<file path="src/rtl/conv_result_collector.sv">
// Output-side collector for the 1-D systolic convolution array: tags each fed sample,
// captures the array result ARRAY_LATENCY cycles later, drops warm-up results, buffers the rest.
module conv_result_collector #(
  parameter int DATA_W        = 32,
  parameter int TAPS          = 3,
  parameter int ARRAY_LATENCY = 10,
  parameter int DEPTH         = 16,
  parameter int LEN_W         = 16
) (
  input  logic              clk,
  input  logic              rst,
  input  logic              start_i,
  input  logic [LEN_W-1:0]  frame_len_i,
  input  logic              in_fire_i,
  output logic              in_ready_o,
  input  logic [DATA_W-1:0] array_y_i,
  output logic              m_valid_o,
  input  logic              m_ready_i,
  output logic [DATA_W-1:0] m_data_o,
  output logic              m_last_o,
  output logic              done_o,
  output logic              overflow_o
);

  localparam int PTR_W = $clog2(DEPTH);
  localparam int CNT_W = $clog2(DEPTH + 1);
  localparam int SUM_W = $clog2(DEPTH + ARRAY_LATENCY + 1);

  typedef enum logic [1:0] {IDLE, RUN, DRAIN} state_e;

  state_e                     state_q, state_d;
  logic [LEN_W-1:0]           len_q, len_d;
  logic [LEN_W-1:0]           idx_q, idx_d;
  logic                       overflow_q, overflow_d;
  logic [ARRAY_LATENCY-1:0]   tagValid_q, tagKeep_q, tagLast_q;
  logic [DATA_W:0]            mem_q [DEPTH];
  logic [PTR_W-1:0]           wrPtr_q, rdPtr_q;
  logic [CNT_W-1:0]           count_q;

  logic                       startOk, fire, keepIn, lastIn;
  logic                       capture, full, push, pop, dropped;
  logic [SUM_W-1:0]           inflightKeep;

  assign startOk = (state_q == IDLE) && start_i && (frame_len_i >= LEN_W'(TAPS));
  assign fire    = (state_q == RUN) && in_fire_i;
  assign keepIn  = fire && (idx_q >= LEN_W'(TAPS - 1));
  assign lastIn  = fire && (idx_q == len_q - 1'b1);

  assign capture = tagValid_q[ARRAY_LATENCY-1] && tagKeep_q[ARRAY_LATENCY-1];
  assign full    = (count_q == CNT_W'(DEPTH));
  assign pop     = m_valid_o && m_ready_i;
  assign push    = capture && (!full || pop);
  assign dropped = capture && full && !pop;

  // Kept results still travelling through the array count against FIFO space,
  // because the array cannot be stalled once a sample has entered it.
  always_comb begin
    inflightKeep = '0;
    for (int k = 0; k < ARRAY_LATENCY; k++) begin
      inflightKeep = inflightKeep + SUM_W'(tagValid_q[k] & tagKeep_q[k]);
    end
  end

  assign in_ready_o = (state_q == RUN) &&
                      ((SUM_W'(count_q) + inflightKeep) < SUM_W'(DEPTH));

  always_comb begin
    state_d    = state_q;
    len_d      = len_q;
    idx_d      = idx_q;
    overflow_d = overflow_q;
    done_o     = 1'b0;
    case (state_q)
      IDLE: begin
        if (startOk) begin
          len_d      = frame_len_i;
          idx_d      = '0;
          overflow_d = 1'b0;
          state_d    = RUN;
        end
      end
      RUN: begin
        if (in_fire_i) begin
          idx_d = idx_q + 1'b1;
          if (lastIn) state_d = DRAIN;
        end
      end
      DRAIN: begin
        if (tagValid_q == '0) begin
          done_o  = 1'b1;
          state_d = IDLE;
        end
      end
      default: state_d = IDLE;
    endcase
    if (dropped) overflow_d = 1'b1;
  end

  always_ff @(posedge clk or posedge rst) begin
    if (rst) begin
      state_q    <= IDLE;
      len_q      <= '0;
      idx_q      <= '0;
      overflow_q <= 1'b0;
      tagValid_q <= '0;
      tagKeep_q  <= '0;
      tagLast_q  <= '0;
    end else begin
      state_q    <= state_d;
      len_q      <= len_d;
      idx_q      <= idx_d;
      overflow_q <= overflow_d;
      tagValid_q <= (tagValid_q << 1) | ARRAY_LATENCY'(fire);
      tagKeep_q  <= (tagKeep_q << 1) | ARRAY_LATENCY'(keepIn);
      tagLast_q  <= (tagLast_q << 1) | ARRAY_LATENCY'(lastIn);
    end
  end

  always_ff @(posedge clk or posedge rst) begin
    if (rst) begin
      wrPtr_q <= '0;
      rdPtr_q <= '0;
      count_q <= '0;
    end else begin
      if (push) wrPtr_q <= wrPtr_q + 1'b1;
      if (pop)  rdPtr_q <= rdPtr_q + 1'b1;
      case ({push, pop})
        2'b10:   count_q <= count_q + 1'b1;
        2'b01:   count_q <= count_q - 1'b1;
        default: count_q <= count_q;
      endcase
    end
  end

  // Storage is unreset; outputs are gated by m_valid so stale entries never show.
  always_ff @(posedge clk) begin
    if (push) mem_q[wrPtr_q] <= {tagLast_q[ARRAY_LATENCY-1], array_y_i};
  end

  assign m_valid_o  = (count_q != '0);
  assign m_data_o   = m_valid_o ? mem_q[rdPtr_q][DATA_W-1:0] : '0;
  assign m_last_o   = m_valid_o ? mem_q[rdPtr_q][DATA_W] : 1'b0;
  assign overflow_o = overflow_q;

endmodule

</file>
<file path="config.mk">
export PLATFORM = sky130hd
export DESIGN_NAME = conv_result_collector
export DESIGN_NICKNAME = d
export VERILOG_FILES = /design/src/rtl/conv_result_collector.sv
export SDC_FILE = /design/constraint.sdc
export NUM_CORES = 1
export LEC_CHECK = 0
export BUFFER_PORTS_ARGS = -buffer_cell sky130_fd_sc_hd__buf_2
export CAP_MARGIN = 5
export CORE_MARGIN = 2
export CORE_UTILIZATION = 55
export DETAILED_ROUTE_END_ITERATION = 7
export HOLD_SLACK_MARGIN = 0.03
export PLACE_DENSITY = 0.72
export SYNTH_ARGS = -nofsm -noshare
export SYNTH_HDL_FRONTEND = slang
export SYNTH_SLANG_ARGS = --single-unit
</file>
<file path="constraint.sdc">
create_clock -name clk -period 9.8 [get_ports clk]
set_input_delay 0.98 -clock clk [delete_from_list [all_inputs] [get_ports clk]]
set_output_delay 0.98 -clock clk [all_outputs]
set_load 0.05 [all_outputs]
</file>
### Word-level counts from Yosys, hierarchy flattened

Memories as Yosys holds them, arrays and structs flattened.
Cells that the tools add are included.

| storage, ports and cells | value |
|---|---|
| flip-flop bits (word level) | 78 |
| bits in writable memories | 528 |
| input port bits | 53 |
| output and inout port bits | 37 |
| memories | 1 |

| operators by class | value |
|---|---|
| add/subtract/negate cells | 16 |
| $lt $le $gt $ge | 3 |
| equality and inequality tests | 10 |
| muxes and demuxes | 18 |
| bitwise operators | 13 |
| reductions and logical operators | 25 |

Memory list:

| memory | words | width | rd ports | clocked after memory_dff | write ports | RTL line | source |
|---|---|---|---|---|---|---|---|
| mem_q | 16 | 33 | 1 | 0 | 1 | 36 | `logic [DATA_W:0] mem_q [DEPTH];` |

Operators with widths:

| kind | number |
|---|---|
| >= comparator 16 x 2 -> 1 bit (second input constant) | 2 |
| two-way mux 16 bit | 2 |
| two-way mux 32 bit | 1 |
| one-hot mux 16 bit (2 select lines) | 1 |
| bitwise OR 10 x 1 -> 10 bit | 3 |
| adder 5 x 1 -> 5 bit | 5 |
| adder 16 x 1 -> 16 bit (second input constant) | 1 |
| == test 16 bit | 1 |
| subtractor 16 x 1 -> 16 bit (second input constant) | 1 |
| logical AND 1 bit | 11 |
| AND 1 bit | 10 |
| zero test 10 bit | 1 |
| one-hot mux 5 bit (2 select lines) | 1 |
| adder 4 x 1 -> 4 bit (second input constant) | 2 |
| two-way mux 1 bit | 8 |
| two-way mux 2 bit | 4 |
| != test 2 bit (second input constant) | 4 |
| nonzero test 2 bit | 4 |
| one-hot mux 2 bit (3 select lines) | 1 |
| adder 4 x 1 -> 5 bit | 1 |
| adder 5 x 1 -> 5 bit (second input constant) | 1 |
| adder 5 bit | 1 |
| == test 5 bit (second input constant) | 1 |
| < comparator 5 bit (second input constant) | 1 |
| other kinds (13) | 17 |

### Depth between registers and ports, before layout

| logic depth | value |
|---|---|
| depth in word-level cells | 13 |
| depth in mapped cells | 13 |
| depth with buffers taken out | 13 |

### Least setup slack after synthesis

No wires, ideal clock.

| path | value |
|---|---|
| path type | register -> output |
| from | reg tagValid_q[4] |
| to | out in_ready_o |
| arrival | 3.810 ns |
| required time | 8.820 ns |
| setup slack | 5.010 ns |
| cell stages (with the launch flop) | 14 |
| buffers on the path | 0 |
| cell sequence | dfrtp_1 > and2_1 > fa_1 > inv_1 > fa_1 > inv_1 > fa_1 > ha_1 > a31o_2 > a21o_1 > a21o_1 > a21oi_1 > xnor2_1 > nor2_1 |

| between the ends | value |
|---|---|
| word-level cells in the longest chain between the ends | 10 |

Ends and longest elaborated chain:

| item | RTL line | source |
|---|---|---|
| start: declaration | 35 | `logic [ARRAY_LATENCY-1:0] tagValid_q, tagKeep_q, tagLast_q;` |
| start signal: assignment | 113 | `tagValid_q <= (tagValid_q << 1) \| ARRAY_LATENCY'(fire);` |
| AND 1 bit | 60 | `inflightKeep = inflightKeep + SUM_W'(tagValid_q[k] & tagKeep_q[k]);` |
| adder 4 x 1 -> 5 bit | 60 |  |
| adder 5 x 1 -> 5 bit (5 in series) | 60 |  |
| adder 5 bit | 65 | `((SUM_W'(count_q) + inflightKeep) < SUM_W'(DEPTH));` |
| < comparator 5 bit | 65 |  |
| logical AND 1 bit | 64 | `assign in_ready_o = (state_q == RUN) &&` |
| end: declaration | 15 | `output logic in_ready_o,` |

Every way passes these cells.

### Worst setup path after layout

Same ends and word-level chain as after synthesis.

==> flow_summary.ini <==
[synth]
netlist_instances = 1180
syn_area_sq_um = 24000
synth_cell_types = 51
synth_ff_type = edfxtp_1
async_reset_ff_share_pct = 12.87
synth-seq-cells = 606
synth_edf_count = 528
syn-num-nets = 1256
seq_area_frac_synth_pct = 74.19
avgSynthCellArea_sq_um = 20.34
yosysWarnings = 0

[cts]
clk_pin_slew_worst_paths_ns = 0.06
cts_tree = done
cts_root_buffer = clkbuf_16
cts_max_path_buffers = 3
cts_setup_buffers = 0
cts_sinks = 606
cts_hold_buffers = 0
htree_levels = 2
cts-buffers-inserted = 59
clock_latency_ns = 0.60
cts-resized-gates = 0

[timing]
hold_viol = 0
rsz0062_at_grt = false
tns_ns = 0
tightest_slew_ns = 1.154
slew_violations = 0
setup_viol = 0
finalClockSkew_ns = 0.01517
relSlewSlack_pct = 23.07
fmax_mhz = 190.6
fin_crit_sh_pct = 53.53
fin_crit_ns = 5.246

[floorplan]
core_area_sq_um = 43080
start_util_pct = 55.72
die_y_um = 212.9
dieWidth_um = 212.9
num_rows = 76
die_area_sq_um = 45320
io_pins = 90

[outcome]
outcome = finished, final reports clean

[pwr]
p_clk_share_pct = 28.5
seqPwrFrac_pct = 39.7
p_leak_nw = 9.253
internal_power_mw = 5.524
power.density_nw_per_um2 = 300.6
switchingPower_mw = 2.677
pwr-share-comb_pct = 31.8
p_sw_share_pct = 32.64
ir_drop_uv = 347.8

[placement]
hpwl_mm = 26.35
placed_cells = 1817
dpl_cell_area_sq_um = 25230
gp_congestion = 0.8133
io_buffers = 89

[detailed_routing]
drt-initial-drc-count = 1128
wl_mm = 48.71
routedWlPerCell_um = 25.25
dr.pass1.iters = 5
route.detailed.drc = 0
viasPerCell = 6.034
postRouteAntennaNets = 0
vias = 11639

[setup_path]
cp_data_arrival_time_ns = 4.27
crit_required_ns = 8.82
r2r_cells = 11
cp-end-kind = output port
r2r_setup_slack_ns = 6.38
critical-path-max-stage-delay_ns = 0.53
worstSetupStartpointType = register
slowest_stage = fa_1
crit_family = adder cells
critical_path_class = register to output port
timing.critical_path.cells = and2_1 -> fa_1 -> inv_1 -> fa_1 -> inv_1 -> fa_1 -> ha_1 -> a31o_2 -> a21o_1 -> a21o_1 -> a21oi_1 -> xnor2_1 -> nor2_1 -> buf_2
critPathMaxFanout = 3
cpMostUsedCell = fa_1
crit_buf_inv = 3
rr_startpoint = count_q[0]
reg2reg_to = count_q[4]

[global_route]
grt_usage_pct = 22.67
grt_pass1_wl_mm = 74.47
grt_pass1_vias = 11932
gr-total-overflow = 0
grt_max_degree = 79
grt_antenna_before_repair = 3

[layout]
fin_area_sq_um = 27290
instances_no_fill = 1929
layout.nets = 1369
drive_above_1_share_pct = 30.53
area_growth_pct = 13.70

[min_path]
hp-start = tagLast_q[8]
min_path_type = register to register
min_path_cells = 0
hold_end = tagLast_q[9]

[flow_run]
maxCapViolations = 0
## worst max path at each step
stage          slack (ns)  depth (start not counted)           from         end
2_1_floorplan        5.01                         13  tagValid_q[4]  in_ready_o
3_3_place_gp         5.20                         14  tagValid_q[4]  in_ready_o
3_5_place_dp         5.15                         14  tagValid_q[0]  in_ready_o
4_1_cts              4.48                         14  tagValid_q[0]  in_ready_o
5_1_grt              4.37                         14  tagValid_q[0]  in_ready_o
6_report             4.55                         14  tagValid_q[4]  in_ready_o
## state kept, by name (all words and copies together), names as in the netlist
name and count:
mem_q 528, idx_q 16, len_q 16, tagKeep_q 10, tagLast_q 10, tagValid_q 10
count_q 5, rdPtr_q 4, wrPtr_q 4, state_q 2, overflow_o 1
## worst register-to-register path, stage by stage, from the launching register on
cell and delay (ns):
dfrtp_1 0.45, nor4_1 0.45, nand2b_2 0.74, nand3_1 0.43, inv_1 0.15, ha_1 0.34, nor2b_1 0.14, o21ai_0 0.14
nand2b_1 0.10, nand3_1 0.08, o21ai_0 0.10, xor2_1 0.16
## area by class of cell
type,instances,area (sq um)
Antenna cell,1,2.502
Clock buffer,79,1722
Clock inverter,32,329.1
Fill cell,2889,15790
Inverter,20,76.32
Multi-Input combinational cell,493,5983
Sequential cell,606,17820
Tap cell,585,732.0
Timing Repair Buffer,113,625.6
## power groups by stage
stage / logic [mW] / registers, mW / clock network [mW]
after floorplan: 2.18 / 3.13 / 0
after global placement: 2.61 / 3.31 / 0
after detailed placement: 2.63 / 3.31 / 0
after CTS: 2.65 / 3.26 / 2.38
after global routing: 2.80 / 3.29 / 2.47
final: 2.61 / 3.26 / 2.34
## stage by stage
step	total power, mW	setup WS [ns]	hold slack [ns]	utilization, %
floorplan	5.314	5.010	0.3312	-
global placement	5.915	5.198	0.3315	58.58
detailed placement	5.949	5.149	0.3355	58.58
CTS	8.286	4.476	0.3451	63.34
global route	8.565	4.369	0.3502	63.35
finish	8.201	4.554	0.3368	63.35
## cell usage in the layout, fill, tap and decap left out, drive strengths merged, types with 2 or more instances in the layout
| master | instances |
|---|---|
| nor4 | 13 |
| o21ai | 15 |
| a21o | 3 |
| a311oi | 3 |
| nor2 | 37 |
| and4 | 2 |
| nand3b | 2 |
| buf | 113 |
| bufinv | 6 |
| nor2b | 3 |
| nor3b | 5 |
| fa | 6 |
| clkbuf | 79 |
| clkinvlp | 3 |
| inv | 22 |
| nor3 | 10 |
| mux4 | 165 |
| xnor2 | 24 |
| or4 | 2 |
| nand2 | 61 |
| nand4 | 8 |
| ha | 17 |
| a31o | 2 |
| clkinv | 21 |
| a21oi | 8 |
| nand3 | 15 |
| nand2b | 7 |
| and3 | 4 |
| or3 | 3 |
| mux2 | 3 |
| o211a | 2 |
| and2 | 41 |
| dfrtp | 78 |
| edfxtp | 528 |
| xor2 | 20 |
## kinds of logic after synthesis
| logic type | count (synthesis) | synth area share, % |
|---|---|---|
| compound gates | 42 | 1.157 |
| xor+xnor | 44 | 1.606 |
| fa+ha+maj | 23 | 1.387 |
| buf+inv | 81 | 1.345 |
| flops | 606 | 74.19 |
| mux | 169 | 15.67 |
| simple gates | 215 | 4.645 |
## Yosys cell counts (3+ instances only)
library cell	number	area share, %
a21o_1	3	0.094
a21oi_1	8	0.17
a311oi_1	3	0.11
and2_1	41	1.1
and3_1	4	0.10
buf_1	9	0.14
buf_2	6	0.13
clkbuf_1	44	0.69
dfrtp_1	78	8.1
edfxtp_1	528	66
fa_1	6	0.50
ha_1	17	0.89
inv_1	20	0.31
mux2_2	3	0.14
mux4_2	165	15
nand2_1	61	0.95
nand2b_1	7	0.18
nand3_1	15	0.31
nand4_1	8	0.21
nor2_1	37	0.58
nor2b_1	3	0.078
nor3_1	10	0.21
nor3b_1	5	0.16
nor4_1	12	0.31
o21ai_0	14	0.29
or3_1	3	0.078
xnor2_1	24	0.88
xor2_1	20	0.73
## routing by layer
metal	track usage, %	vias to the layer above	share of wire, %
met5	0	-	0.043
met4	7.355	4	2.5
met3	3.383	85	5.7
met2	36.37	386	50
met1	32.64	6172	42
li1	-	4992	-
Note: power is estimated with default switching activity, not from simulation.
